==> config.mk <==
export PLATFORM = sky130hd
export DESIGN_NAME = mem_access_ctrl
export DESIGN_NICKNAME = d
export VERILOG_FILES = /design/src/rtl/mem_ctrl_pkg.sv /design/src/rtl/mem_bank_decode.sv /design/src/rtl/mem_access_ctrl.sv
export SDC_FILE = /design/constraint.sdc
export NUM_CORES = 1
export LEC_CHECK = 0
export ABC_AREA = 1
export CORE_UTILIZATION = 40
export CTS_CLUSTER_SIZE = 8
export DETAILED_ROUTE_END_ITERATION = 8
export DONT_BUFFER_PORTS = 1
export GPL_TIMING_DRIVEN = 0
export PLACE_DENSITY = 0.58
export SLEW_MARGIN = 20
export SYNTH_ARGS = -nofsm -noshare
export SYNTH_HDL_FRONTEND = slang
export SYNTH_HIERARCHICAL = 1
export SYNTH_SLANG_ARGS = --single-unit
export TNS_END_PERCENT = 20
==> constraint.sdc <==
create_clock -name clk -period 1.4 [get_ports clk]
set_input_delay 0.28 -clock clk [delete_from_list [all_inputs] [get_ports clk]]
set_output_delay 0.28 -clock clk [all_outputs]
set_load 0.03 [all_outputs]
==> src/rtl/mem_ctrl_pkg.sv <==
// ---------------------------------------------------------------------------
// mem_ctrl_pkg
// Shared types and constants for the two-requester block-RAM access
// controller.
//   state_t    : controller FSM states
//   req_id_t   : requester identifier (0 = r0 fetch, 1 = r1 load/store)
//   SEL_*      : bank-select codes formed as {bank, we}
//   bank_sel() : builds a bank-select code from bank bit and write flag
// ---------------------------------------------------------------------------
package mem_ctrl_pkg;

    typedef enum logic [1:0] {
        IDLE   = 2'd0,
        ACCESS = 2'd1,
        WAIT   = 2'd2,
        RESP   = 2'd3
    } state_t;

    typedef logic req_id_t;

    localparam logic [1:0] SEL_B1_RD = 2'b00;
    localparam logic [1:0] SEL_B1_WR = 2'b01;
    localparam logic [1:0] SEL_B2_RD = 2'b10;
    localparam logic [1:0] SEL_B2_WR = 2'b11;

    function automatic logic [1:0] bank_sel(input logic bank, input logic we);
        return {bank, we};
    endfunction

endpackage

==> src/rtl/mem_bank_decode.sv <==
// ---------------------------------------------------------------------------
// mem_bank_decode
// Turns a bank-select code into the four block-RAM strobes. Purely
// combinational; every strobe is low while 'active' is low, so the caller
// only has to raise 'active' during the one cycle an access is issued.
// Ports:
//   active     in   1  access issued this cycle
//   sel        in   2  {bank, we}: bank 0 = bank1, bank 1 = bank2
//   bank1_ena  out  1  bank1 enable
//   bank1_wea  out  1  bank1 write enable
//   bank2_ena  out  1  bank2 enable
//   bank2_wea  out  1  bank2 write enable
// ---------------------------------------------------------------------------
module mem_bank_decode
    import mem_ctrl_pkg::*;
(
    input  logic       active,
    input  logic [1:0] sel,
    output logic       bank1_ena,
    output logic       bank1_wea,
    output logic       bank2_ena,
    output logic       bank2_wea
);

    // Decode the select code into strobes. At most one bank is ever enabled
    // because each code maps to a single bank, and a write enable is only
    // raised together with the enable of the same bank.
    always_comb begin
        bank1_ena = 1'b0;
        bank1_wea = 1'b0;
        bank2_ena = 1'b0;
        bank2_wea = 1'b0;
        if (active) begin
            case (sel)
                SEL_B1_RD: begin
                    bank1_ena = 1'b1;
                end
                SEL_B1_WR: begin
                    bank1_ena = 1'b1;
                    bank1_wea = 1'b1;
                end
                SEL_B2_RD: begin
                    bank2_ena = 1'b1;
                end
                SEL_B2_WR: begin
                    bank2_ena = 1'b1;
                    bank2_wea = 1'b1;
                end
                default: begin
                    bank1_ena = 1'b0;
                end
            endcase
        end
    end

endmodule

==> src/rtl/mem_access_ctrl.sv <==
// ---------------------------------------------------------------------------
// mem_access_ctrl
// Shares a two-bank block-RAM store between r0 (instruction fetch) and
// r1 (data load/store). Requests are arbitrated round-robin, each accepted
// request issues exactly one single-cycle bank access, and read data is
// returned to the requester after the bank read latency. Accesses are
// strictly sequential: a write takes 2 cycles, a read RD_LAT+3.
// Parameters:
//   ADDR_W  per-bank word address width (requester address has one extra
//           MSB selecting the bank: 0 = bank1, 1 = bank2)
//   DATA_W  data word width
//   RD_LAT  bank read latency in cycles, 1..3
// Ports:
//   clk, rst_n                  clock, asynchronous active-low reset
//   rN_req/we/addr/wdata  in    request from requester N (N = 0, 1)
//   rN_gnt                out   one-cycle pulse, access issued this cycle
//   rN_rvalid             out   one-cycle pulse, rN_rdata valid
//   rN_rdata              out   read data, held until the next rN_rvalid
//   bankX_ena/bankX_wea   out   bank strobes
//   mem_addr, mem_wdata   out   shared bank address and write data
//   bankX_rdata           in    bank read data
// ---------------------------------------------------------------------------
module mem_access_ctrl
    import mem_ctrl_pkg::*;
#(
    parameter int ADDR_W = 10,
    parameter int DATA_W = 32,
    parameter int RD_LAT = 1
) (
    input  logic              clk,
    input  logic              rst_n,
    input  logic              r0_req,
    input  logic              r0_we,
    input  logic [ADDR_W:0]   r0_addr,
    input  logic [DATA_W-1:0] r0_wdata,
    input  logic              r1_req,
    input  logic              r1_we,
    input  logic [ADDR_W:0]   r1_addr,
    input  logic [DATA_W-1:0] r1_wdata,
    output logic              r0_gnt,
    output logic              r0_rvalid,
    output logic [DATA_W-1:0] r0_rdata,
    output logic              r1_gnt,
    output logic              r1_rvalid,
    output logic [DATA_W-1:0] r1_rdata,
    output logic              bank1_ena,
    output logic              bank1_wea,
    output logic              bank2_ena,
    output logic              bank2_wea,
    output logic [ADDR_W-1:0] mem_addr,
    output logic [DATA_W-1:0] mem_wdata,
    input  logic [DATA_W-1:0] bank1_rdata,
    input  logic [DATA_W-1:0] bank2_rdata
);

    localparam logic [1:0] LAT_INIT = 2'(RD_LAT);

    state_t            state;
    state_t            state_next;
    req_id_t           win_id;
    req_id_t           lat_id;
    req_id_t           last_id;
    logic              lat_we;
    logic [ADDR_W:0]   lat_addr;
    logic [DATA_W-1:0] lat_wdata;
    logic [1:0]        cnt;
    logic              any_req;
    logic              cnt_done;
    logic              access_active;
    logic [1:0]        access_sel;
    logic [DATA_W-1:0] bank_rdata;

    assign any_req       = r0_req | r1_req;
    assign cnt_done      = (cnt == 2'd1);
    assign access_active = (state == ACCESS);
    assign access_sel    = bank_sel(lat_addr[ADDR_W], lat_we);
    assign bank_rdata    = lat_addr[ADDR_W] ? bank2_rdata : bank1_rdata;
    assign mem_addr      = lat_addr[ADDR_W-1:0];
    assign mem_wdata     = lat_wdata;

    // Round-robin pick. A lone requester always wins; on a tie the
    // requester that was not granted last goes first. last_id resets to r1
    // so r0 takes the very first tie after reset.
    always_comb begin
        win_id = r1_req;
        if (r0_req && r1_req) begin
            win_id = ~last_id;
        end
    end

    // State register. Reset lands in IDLE, which also drops any read still
    // waiting on the bank, so an aborted read never reaches RESP.
    always_ff @(posedge clk or negedge rst_n) begin
        if (!rst_n) begin
            state <= IDLE;
        end else begin
            state <= state_next;
        end
    end

    // Next-state and handshake outputs. Grant is shown in ACCESS, the same
    // cycle the bank strobes go out; rvalid is shown in RESP, one cycle
    // after the read data was captured. WAIT runs for RD_LAT cycles and
    // leaves on the cycle the latency counter reaches zero.
    always_comb begin
        state_next = state;
        r0_gnt     = 1'b0;
        r1_gnt     = 1'b0;
        r0_rvalid  = 1'b0;
        r1_rvalid  = 1'b0;
        case (state)
            IDLE: begin
                if (any_req) begin
                    state_next = ACCESS;
                end
            end
            ACCESS: begin
                r0_gnt     = (lat_id == 1'b0);
                r1_gnt     = (lat_id == 1'b1);
                state_next = lat_we ? IDLE : WAIT;
            end
            WAIT: begin
                if (cnt_done) begin
                    state_next = RESP;
                end
            end
            RESP: begin
                r0_rvalid  = (lat_id == 1'b0);
                r1_rvalid  = (lat_id == 1'b1);
                state_next = IDLE;
            end
            default: begin
                state_next = IDLE;
            end
        endcase
    end

    // Datapath registers. The winner's request is latched in IDLE so the
    // requester may change or drop its inputs once arbitration has
    // happened. The round-robin pointer moves when the grant is actually
    // issued. In WAIT the counter counts the bank latency down and, on the
    // cycle it reaches zero, the selected bank's output is stored in the
    // winner's read register; the other requester's register is untouched.
    always_ff @(posedge clk or negedge rst_n) begin
        if (!rst_n) begin
            lat_id    <= 1'b0;
            lat_we    <= 1'b0;
            lat_addr  <= '0;
            lat_wdata <= '0;
            last_id   <= 1'b1;
            cnt       <= 2'd0;
            r0_rdata  <= '0;
            r1_rdata  <= '0;
        end else begin
            case (state)
                IDLE: begin
                    if (any_req) begin
                        lat_id <= win_id;
                        if (win_id) begin
                            lat_we    <= r1_we;
                            lat_addr  <= r1_addr;
                            lat_wdata <= r1_wdata;
                        end else begin
                            lat_we    <= r0_we;
                            lat_addr  <= r0_addr;
                            lat_wdata <= r0_wdata;
                        end
                    end
                end
                ACCESS: begin
                    last_id <= lat_id;
                    if (!lat_we) begin
                        cnt <= LAT_INIT;
                    end
                end
                WAIT: begin
                    cnt <= cnt - 2'd1;
                    if (cnt_done) begin
                        if (lat_id) begin
                            r1_rdata <= bank_rdata;
                        end else begin
                            r0_rdata <= bank_rdata;
                        end
                    end
                end
                default: begin
                    cnt <= cnt;
                end
            endcase
        end
    end

    mem_bank_decode u_decode (
        .active    (access_active),
        .sel       (access_sel),
        .bank1_ena (bank1_ena),
        .bank1_wea (bank1_wea),
        .bank2_ena (bank2_ena),
        .bank2_wea (bank2_wea)
    );

endmodule

Word-level counts from Yosys, hierarchy flattened. Index checks and enable logic that the tools add are counted. Widths: inputs -> output; s select.

Bits in registers: 114. Input port bits: 156. Output and inout port bits: 114. Logic and storage cells: 57.

Add/sub/neg operators: 1. Equality and inequality tests: 10. Multiplexer cells: 23. Bitwise gates (word level): 3. Reductions and logical operators: 11.

Operators by type and width (number): $mux 32 (2); $mux 1 (14); $mux 11 (1); $eq 2x2->1 const B (4); $mux 2 (4); $pmux 2 s4 (1); $eq 2x1->1 const B (3); $ne 2x2->1 const B (3); $reduce_and 2->1 (3); $reduce_and 3->1 (2); $logic_not 2->1 (2); $pmux 2 s2 (1); $reduce_or 2->1 (2); $not 1->1 (2); $reduce_bool 2->1 (1); $sub 2x1->2 const B (1); $logic_and 1x1->1 (1); $or 1x1->1 (1).

Logic depth before layout (Yosys ltp). Gate-level depths: netlist of the first run.

Depth after elaboration: 4. Gate-level depth with buffers: 7. Gate-level depth less buffers: 6.

By module. Netlist of the first run, hierarchy kept.

Modules (own cells, without submodules): mem_access_ctrl (times used 1, cells an instance 801, area each 5758.0 sq um, seq. area each 2854.0 sq um); mem_bank_decode (times used 1, cells an instance 8, area each 32.5 sq um, seq. area each 0.0 sq um).

Worst setup path before layout of the first run. Ideal clock, no wire load.

Path kind: reg-to-output. Start point: register lat_id. End point: output port r1_rvalid. Data arrival time: 1.131 ns. Data required time: 1.120 ns. Setup slack: -0.011 ns. Cell stages (with the launch flop): 3. Path buffers: 0. Cells stage by stage: dfrtp_1 > inv_2 > nor3_1.

Longest elaborated chain between the ends: 1.

RTL lines: start: declaration (line mem_access_ctrl.sv:61) `req_id_t lat_id;`; start signal: assignment (line mem_access_ctrl.sv:158) `lat_id <= win_id;`; $mux 1 (line mem_access_ctrl.sv:111) `case (state)`; end: declaration (line mem_access_ctrl.sv:44) `output logic r1_rvalid,`.

Every way passes these cells.

==> run summary, run 1 <==
GLOBAL ROUTING
--------------------------------------------------------------------------------
Wire length of the first global-routing pass                             24.6 mm
Total routing usage reported by global routing                             21.7%
Number of global-route vias before repair                                   4857
Maximum number of pins on one net before global-route repair                 115
Number of antenna violations at the first check in global routing              0
Aggregate global routing overflow                                              0

DIE
--------------------------------------------------------------------------------
Overall die width                                                         122 um
Die Y-Extent                                                              122 um
Initial cell density of the core                                           41.4%
Rows                                                                          43
Top Ports                                                                    270
Die area                                                              15000 um^2
Std-Cell Core Area                                                    14000 um^2

TIMING
--------------------------------------------------------------------------------
Total Negative Setup Slacks                                             -2050 ps
Total count of max-transition violations in the final report                   0
Final hold vios                                                              114
Worst Tran Pin Value                                                      450 ps
Worst Clk Skew                                                           6.13 ps
Number of setup violations in the final report                                17
RSZ-0062 raised after global routing                                        true
Post-route clock period utilization                                         120%
Clock period minus worst slack                                           1680 ps
Final critical-path setup slack                                          -280 ps
Worst slew margin relative to its limit                                    69.7%
Achievable frequency                                                   0.595 GHz
Hold_ws                                                                  -439 ps

LOGIC SYNTHESIS
--------------------------------------------------------------------------------
Combined area of all synthesized cells                                 5790 um^2
Mapped Cells                                                                 809
Average size of a mapped cell                                          7.16 um^2
List of most frequent post-synthesis cells                          nand2_1 (368), inv_1 (130), dfrtp_1 (113)
FFs w/ async S/R, synth                                                     100%
Number of synthesized register bits                                          114
Prevailing post-synth register cell                                      dfrtp_1
Dominant cells by area after synthesis                              dfrtp_1 (49%), nand2_1 (24%), inv_1 (8.4%)
Top cell type's share of synthesized area                                  48.8%
Count of flip-flops with a built-in enable after synthesis                     0
Most used standard cell by instance count after synthesis                nand2_1
Proportion of synthesized chip area in sequential cells                    49.3%
Post-synth top area cell                                                 dfrtp_1
Number of unique standard cell types used by synthesis                        17
Number of warnings issued by yosys                                             6
Post-synth net total                                                         966

LAYOUT
--------------------------------------------------------------------------------
Area Growth Syn to Fin                                                     20.6%
Share of the core filled with cells                                        49.9%
Non-filler instance count after layout                                      1033
Antenna cell count                                                             0
Number of nets in the layout                                                 997
Share of cells above drive strength 1                                      13.8%

CLOCKING
--------------------------------------------------------------------------------
# H-tree levels                                                                4
Worst-path clk slew                                                        50 ps
Root buffer cell                                                       clkbuf_16
TritonCTS clock tree                                                        done
Clock tree buffer depth                                                        2
Number of buffers added by the clock tree synthesis step                      17
Clock latency on the worst-skew pair                                      410 ps
Clock Sink Count                                                             114

PLACEMENT
--------------------------------------------------------------------------------
Placer congestion estimate                                                 0.907
Cell count after placement                                                   989
Count of buffers from port buffering                                           0
HPWL Detailed                                                            11.9 mm

STATUS
--------------------------------------------------------------------------------
Result of the run                                                   complete, but fails checks
Violations in the final reports                                     hold timing, setup timing

PWR
--------------------------------------------------------------------------------
Power Density                                                       2770 nW/um^2
Leakage power summed over all cells                                      3.97 nW
Peak supply drop                                                         1.14 mV
Tot Pwr                                                                  19.4 mW

DETAILED ROUTING
--------------------------------------------------------------------------------
First-pass detailed-route iteration total                                      4
Per-cell via count in the routed design                                     4.96
DRC viols                                                                      0
Detailed Route Iter0 Violations                                              217
Per-cell routed wire length                                              15.7 um
Detail Route Antenna Nets                                                      0
Final wirelength                                                         16.3 mm
Detailed-route via count                                                    5121

WORST SETUP PATH
--------------------------------------------------------------------------------
Endpoint type of the worst setup path                               primary output
Arr. time, crit path                                                     1400 ps
Reg2reg end                                                         mem_wdata[15]
Critical path class                                                      reg2out
Flop2flop setup slack                                                     -30 ps
Length in cells of the worst reg-to-reg path                                   8
Required arrival time at the worst endpoint                              1120 ps
Crit start category                                                    flip-flop
Worst-path fanout max                                                          5

MIN PATH
--------------------------------------------------------------------------------
Classification of the worst-slack hold path                             in2async

RUN
--------------------------------------------------------------------------------
Count of max-cap constraint violations                                         0

==> worst max-delay path, cell delays in order (launching register included) <==
cell,delay (ps)
dfrtp_2,420
nor2_4,240
inv_2,100
nor2_4,230
==> layout by cell type, fill, tap and decap left out, drive strengths merged <==
master / count
inv: 134
dfstp: 1
o21ai: 33
ha: 1
clkbuf: 35
nand2: 370
bufinv: 2
nor2: 12
nor3: 2
dfrtp: 113
clkinv: 3
nand3: 92
buf: 51
clkinvlp: 4
==> through the flow <==
step	area [um^2]	hold WS (ps)	worst slack (ps)
after floorplan	5790	-15.6	-10.5
after global placement	6020	-12.8	-291
after detailed placement	6020	-13.3	-316
after CTS	6810	-451	-333
after global routing	6990	-456	-359
final	6990	-439	-280
==> where the power goes <==
group	switching (mW)	internal (mW)	total (mW)
Clock	1.48	2.75	4.23
Combinational	3.79	2.21	6.00
Sequential	4.17	4.96	9.14
==> how the worst max path moves through the flow <==
stage | depth (start not counted) | end | startpoint | slack, ps
finish | 3 | r0_gnt | flip-flop | -280
global route | 4 | r0_gnt | state[0] | -360
CTS | 4 | r0_gnt | state[0] | -330
detailed placement | 4 | r0_gnt | state[0] | -320
global placement | 4 | r0_gnt | state[0] | -290
floorplan | 2 | r1_rvalid | lat_id | -10
==> state kept, by name (all words and copies together), names as in the netlist, named ones only <==
register	count
last_id	1
cnt	2
r0_rdata	32
state	1
lat_addr	11
mem_wdata	32
lat_we	1
r1_rdata	32
lat_id	1
==> layout make-up <==
| cell class | count | area (um^2) |
|---|---|---|
| Clock buffer | 23 | 478 |
| Clock inverter | 9 | 105 |
| Tap cell | 180 | 225 |
| Buffer | 51 | 425 |
| Multi-Input combinational cell | 510 | 2260 |
| Inverter | 134 | 526 |
| Timing Repair Buffer | 12 | 108 |
| Sequential cell | 114 | 2860 |
| Fill cell | 1403 | 7000 |
==> cell families after synthesis <==
| group | count (synthesis) | synth area share [%] |
|---|---|---|
| AO/OA/AOI/OAI | 33 | 2.85 |
| adder cells (fa/ha/maj) | 1 | 0.216 |
| buffers and inverters | 185 | 14.3 |
| flip-flops | 114 | 49.3 |
| AND/OR/NAND/NOR | 476 | 33.3 |
==> timing repair <==
item,4_1_cts,5_1_grt
resized for setup,52,47
cloned,0,2
endpoints found under the hold margin,114,114
setup endpoints to repair,107,110
pin swaps,8,8
setup buffers,6,4
==> layer usage <==
layer  vias to the layer above  track usage [%]  share of wire (%)
li1                       2465                -                  -
met1                      2410             24.8                 40
met2                       225             37.3                 50
met3                        21             7.67                9.2
met4                         0             7.32                1.3
met5                         -                0                  0
No activity file was read; power rests on OpenSTA's default activity.
==> run 2, diff against run 1 <==
SKIP_CTS_REPAIR_TIMING = 1   (was not set)
==> run summary, run 2 (same netlist as run 1, synthesis figures left out) <==
TIMING
-------------------------------------------------------------------------------------
Total Negative Setup Slacks                                                  -2340 ps   -282 ps
Worst slew margin relative to its limit                                         70.9%   +1.2 points
Post-route clock period utilization                                              125%   +4.7 points
Total count of max-transition violations in the final report                        0   unchanged
Number of setup violations in the final report                                     14   -3
Final critical-path setup slack                                               -346 ps   -65.8 ps
RSZ-0062 raised after global routing                                             true
Achievable frequency                                                        0.573 GHz   -3.8%
Worst Clk Skew                                                                4.26 ps   -1.86 ps
Hold_ws                                                                       -438 ps   +0.661 ps
Clock period minus worst slack                                                1750 ps   +65.8 ps
Worst Tran Pin Value                                                           437 ps   -13.0 ps
Final hold vios                                                                   114   unchanged

GLOBAL ROUTING
-------------------------------------------------------------------------------------
Aggregate global routing overflow                                                   0   unchanged
Wire length of the first global-routing pass                                  24.2 mm   -1.4%
Total routing usage reported by global routing                                  21.4%   -0.29 points
Number of antenna violations at the first check in global routing                   0   unchanged
Maximum number of pins on one net before global-route repair                      115   unchanged
Number of global-route vias before repair                                        4791   -1.4%

PWR
-------------------------------------------------------------------------------------
Leakage power summed over all cells                                           3.96 nW   -0.17%
Reported net switching power                                                  9.44 mW   about the same
Power share of the sequential group                                             47.4%   +0.2 points
Proportion of power drawn by the clock network                                  21.9%   about the same
Switching Fraction                                                              48.8%   about the same
Power Density                                                            2780 nW/um^2   +0.12%
Cell internal power dissipation                                               9.90 mW   -0.19%
Relative contribution of combinational cells to total power                     30.8%   -0.2 points
Peak supply drop                                                              1.14 mV   about the same

CLOCKING
-------------------------------------------------------------------------------------
# H-tree levels                                                                     4   unchanged
Clock Sink Count                                                                  114   unchanged
Clock tree buffer depth                                                             2   unchanged
Root buffer cell                                                            clkbuf_16
Worst-path clk slew                                                             50 ps   about the same
Clock latency on the worst-skew pair                                           410 ps   about the same
TritonCTS clock tree                                                             done
Number of buffers added by the clock tree synthesis step                           17   unchanged

DETAILED ROUTING
-------------------------------------------------------------------------------------
Routed length on met2                                                         8.13 mm   about the same
Per-cell via count in the routed design                                          4.95   -0.25%
Detailed Route Iter0 Violations                                                   234   +7.8%
DRC viols                                                                           0   unchanged
Per-cell routed wire length                                                   15.8 um   +0.34%
Met1 Routed Length                                                            6.58 mm   +2.3%
Final wirelength                                                              16.4 mm   +0.92%
Detail Route Antenna Nets                                                           0   unchanged
Top Metal Used                                                                   met4
First-pass detailed-route iteration total                                           4   unchanged
Routed length on met3                                                         1.47 mm   -1.7%
Detailed-route via count                                                         5138   +0.33%

WORST SETUP PATH
-------------------------------------------------------------------------------------
Reg2reg end                                                              mem_wdata[11]
Endpoint type of the worst setup path                                    primary output
Length in cells of the worst reg-to-reg path                                        7   -1
Worst-path fanout max                                                               4   -1
Flop2flop setup slack                                                          -10 ps   +20 ps
Required arrival time at the worst endpoint                                   1120 ps   about the same
Critical path class                                                           reg2out
Arr. time, crit path                                                          1470 ps   +70 ps
Crit start category                                                         flip-flop

DIE
-------------------------------------------------------------------------------------
Top Ports                                                                         270   unchanged
Initial cell density of the core                                                41.4%   unchanged
Std-Cell Core Area                                                         14000 um^2   unchanged
Die area                                                                   15000 um^2   unchanged
Rows                                                                               43   unchanged
Overall die width                                                              122 um   unchanged
Die Y-Extent                                                                   122 um   unchanged

LAYOUT
-------------------------------------------------------------------------------------
Area Growth Syn to Fin                                                          20.3%
Most frequent cells in the layout                                        nand2_1 (365), inv_1 (126), dfrtp_1 (110)
Number of nets in the layout                                                     1003   +0.60%
Non-filler instance count after layout                                           1039   +0.58%
Most frequent standard cell in the layout excluding fill and tap cells        nand2_1
Antenna cell count                                                                  0   unchanged
Fill cell count                                                                  1392   -0.78%
Share of cells above drive strength 1                                           14.7%   +0.83 points
Share of the core filled with cells                                             49.8%   -0.13 points

PLACEMENT
-------------------------------------------------------------------------------------
HPWL Detailed                                                                 11.9 mm   unchanged
DP Worst Slack                                                                -316 ps   unchanged
Count of buffers from port buffering                                                0   unchanged
Placer congestion estimate                                                      0.907   unchanged
Cell count after placement                                                        989   unchanged

STATUS
-------------------------------------------------------------------------------------
Result of the run                                                        complete, but fails checks
Violations in the final reports                                          hold timing, setup timing

MIN PATH
-------------------------------------------------------------------------------------
Classification of the worst-slack hold path                                  in2async

RUN
-------------------------------------------------------------------------------------
Count of max-cap constraint violations                                              0   unchanged

-- run 2: changes by cell type in the layout (fill, tap and decap cells not counted), moves of 2 or more --
cell      change
buf_8         -5
buf_6         +3
inv_2         +3
clkbuf_4      +2
buf_2         +8
inv_4         -2
-- run 2: power groups by stage --
stage / Clock [mW] / Combinational (mW) / Sequential (mW)
6_report: 4.23 / 5.95 / 9.16
3_3_place_gp: 0 / 4.99 / 9.13
4_1_cts: 4.30 / 5.19 / 9.12
3_5_place_dp: 0 / 5.18 / 9.15
2_1_floorplan: 0 / 4.08 / 8.66
5_1_grt: 4.46 / 6.68 / 9.38
-- run 2: stage by stage --
stage                     power [mW]  cell area [um^2]
final                           19.3              6970
after global routing            20.5              6970
after CTS                       18.6              6600
after detailed placement        14.3              6020
after global placement          14.1              6020
after floorplan                 12.7              5790
-- run 2: final cells by class --
type / instances / area, um^2 / area share (%)
Clock inverter: 9 / 105 / 1.51
Buffer: 51 / 377 / 5.40
Sequential cell: 114 / 2860 / 41.0
Clock buffer: 23 / 478 / 6.86
Multi-Input combinational cell: 510 / 2270 / 32.6
Inverter: 134 / 520 / 7.47
Timing Repair Buffer: 18 / 136 / 1.96
Tap cell: 180 / 225 / 3.23
-- run 2: how the worst max path moves through the flow --
| stage | from | to | slack [ps] | cells after the start |
|---|---|---|---|---|
| final | state[0] | r0_rvalid | -350 | 4 |
| after global routing | state[0] | r0_gnt | -420 | 4 |
| after CTS | state[0] | r0_gnt | -760 | 4 |
| after detailed placement | state[0] | r0_gnt | -320 | 4 |
| after global placement | state[0] | r0_gnt | -290 | 4 |
| after floorplan | lat_id | r1_rvalid | -10 | 2 |
-- run 2: critical path, cell delays in order (launching register included) --
cell     delay, ps
dfrtp_1        390
inv_4           60
buf_4          150
buf_4          140
nor3_4         320
-- run 2: routing by layer --
layer  vias up  track usage (%)
li1       2477                -
met1      2426             24.4
met2       212             36.5
met3        23             7.90
met4         0             7.32
met5         -                0
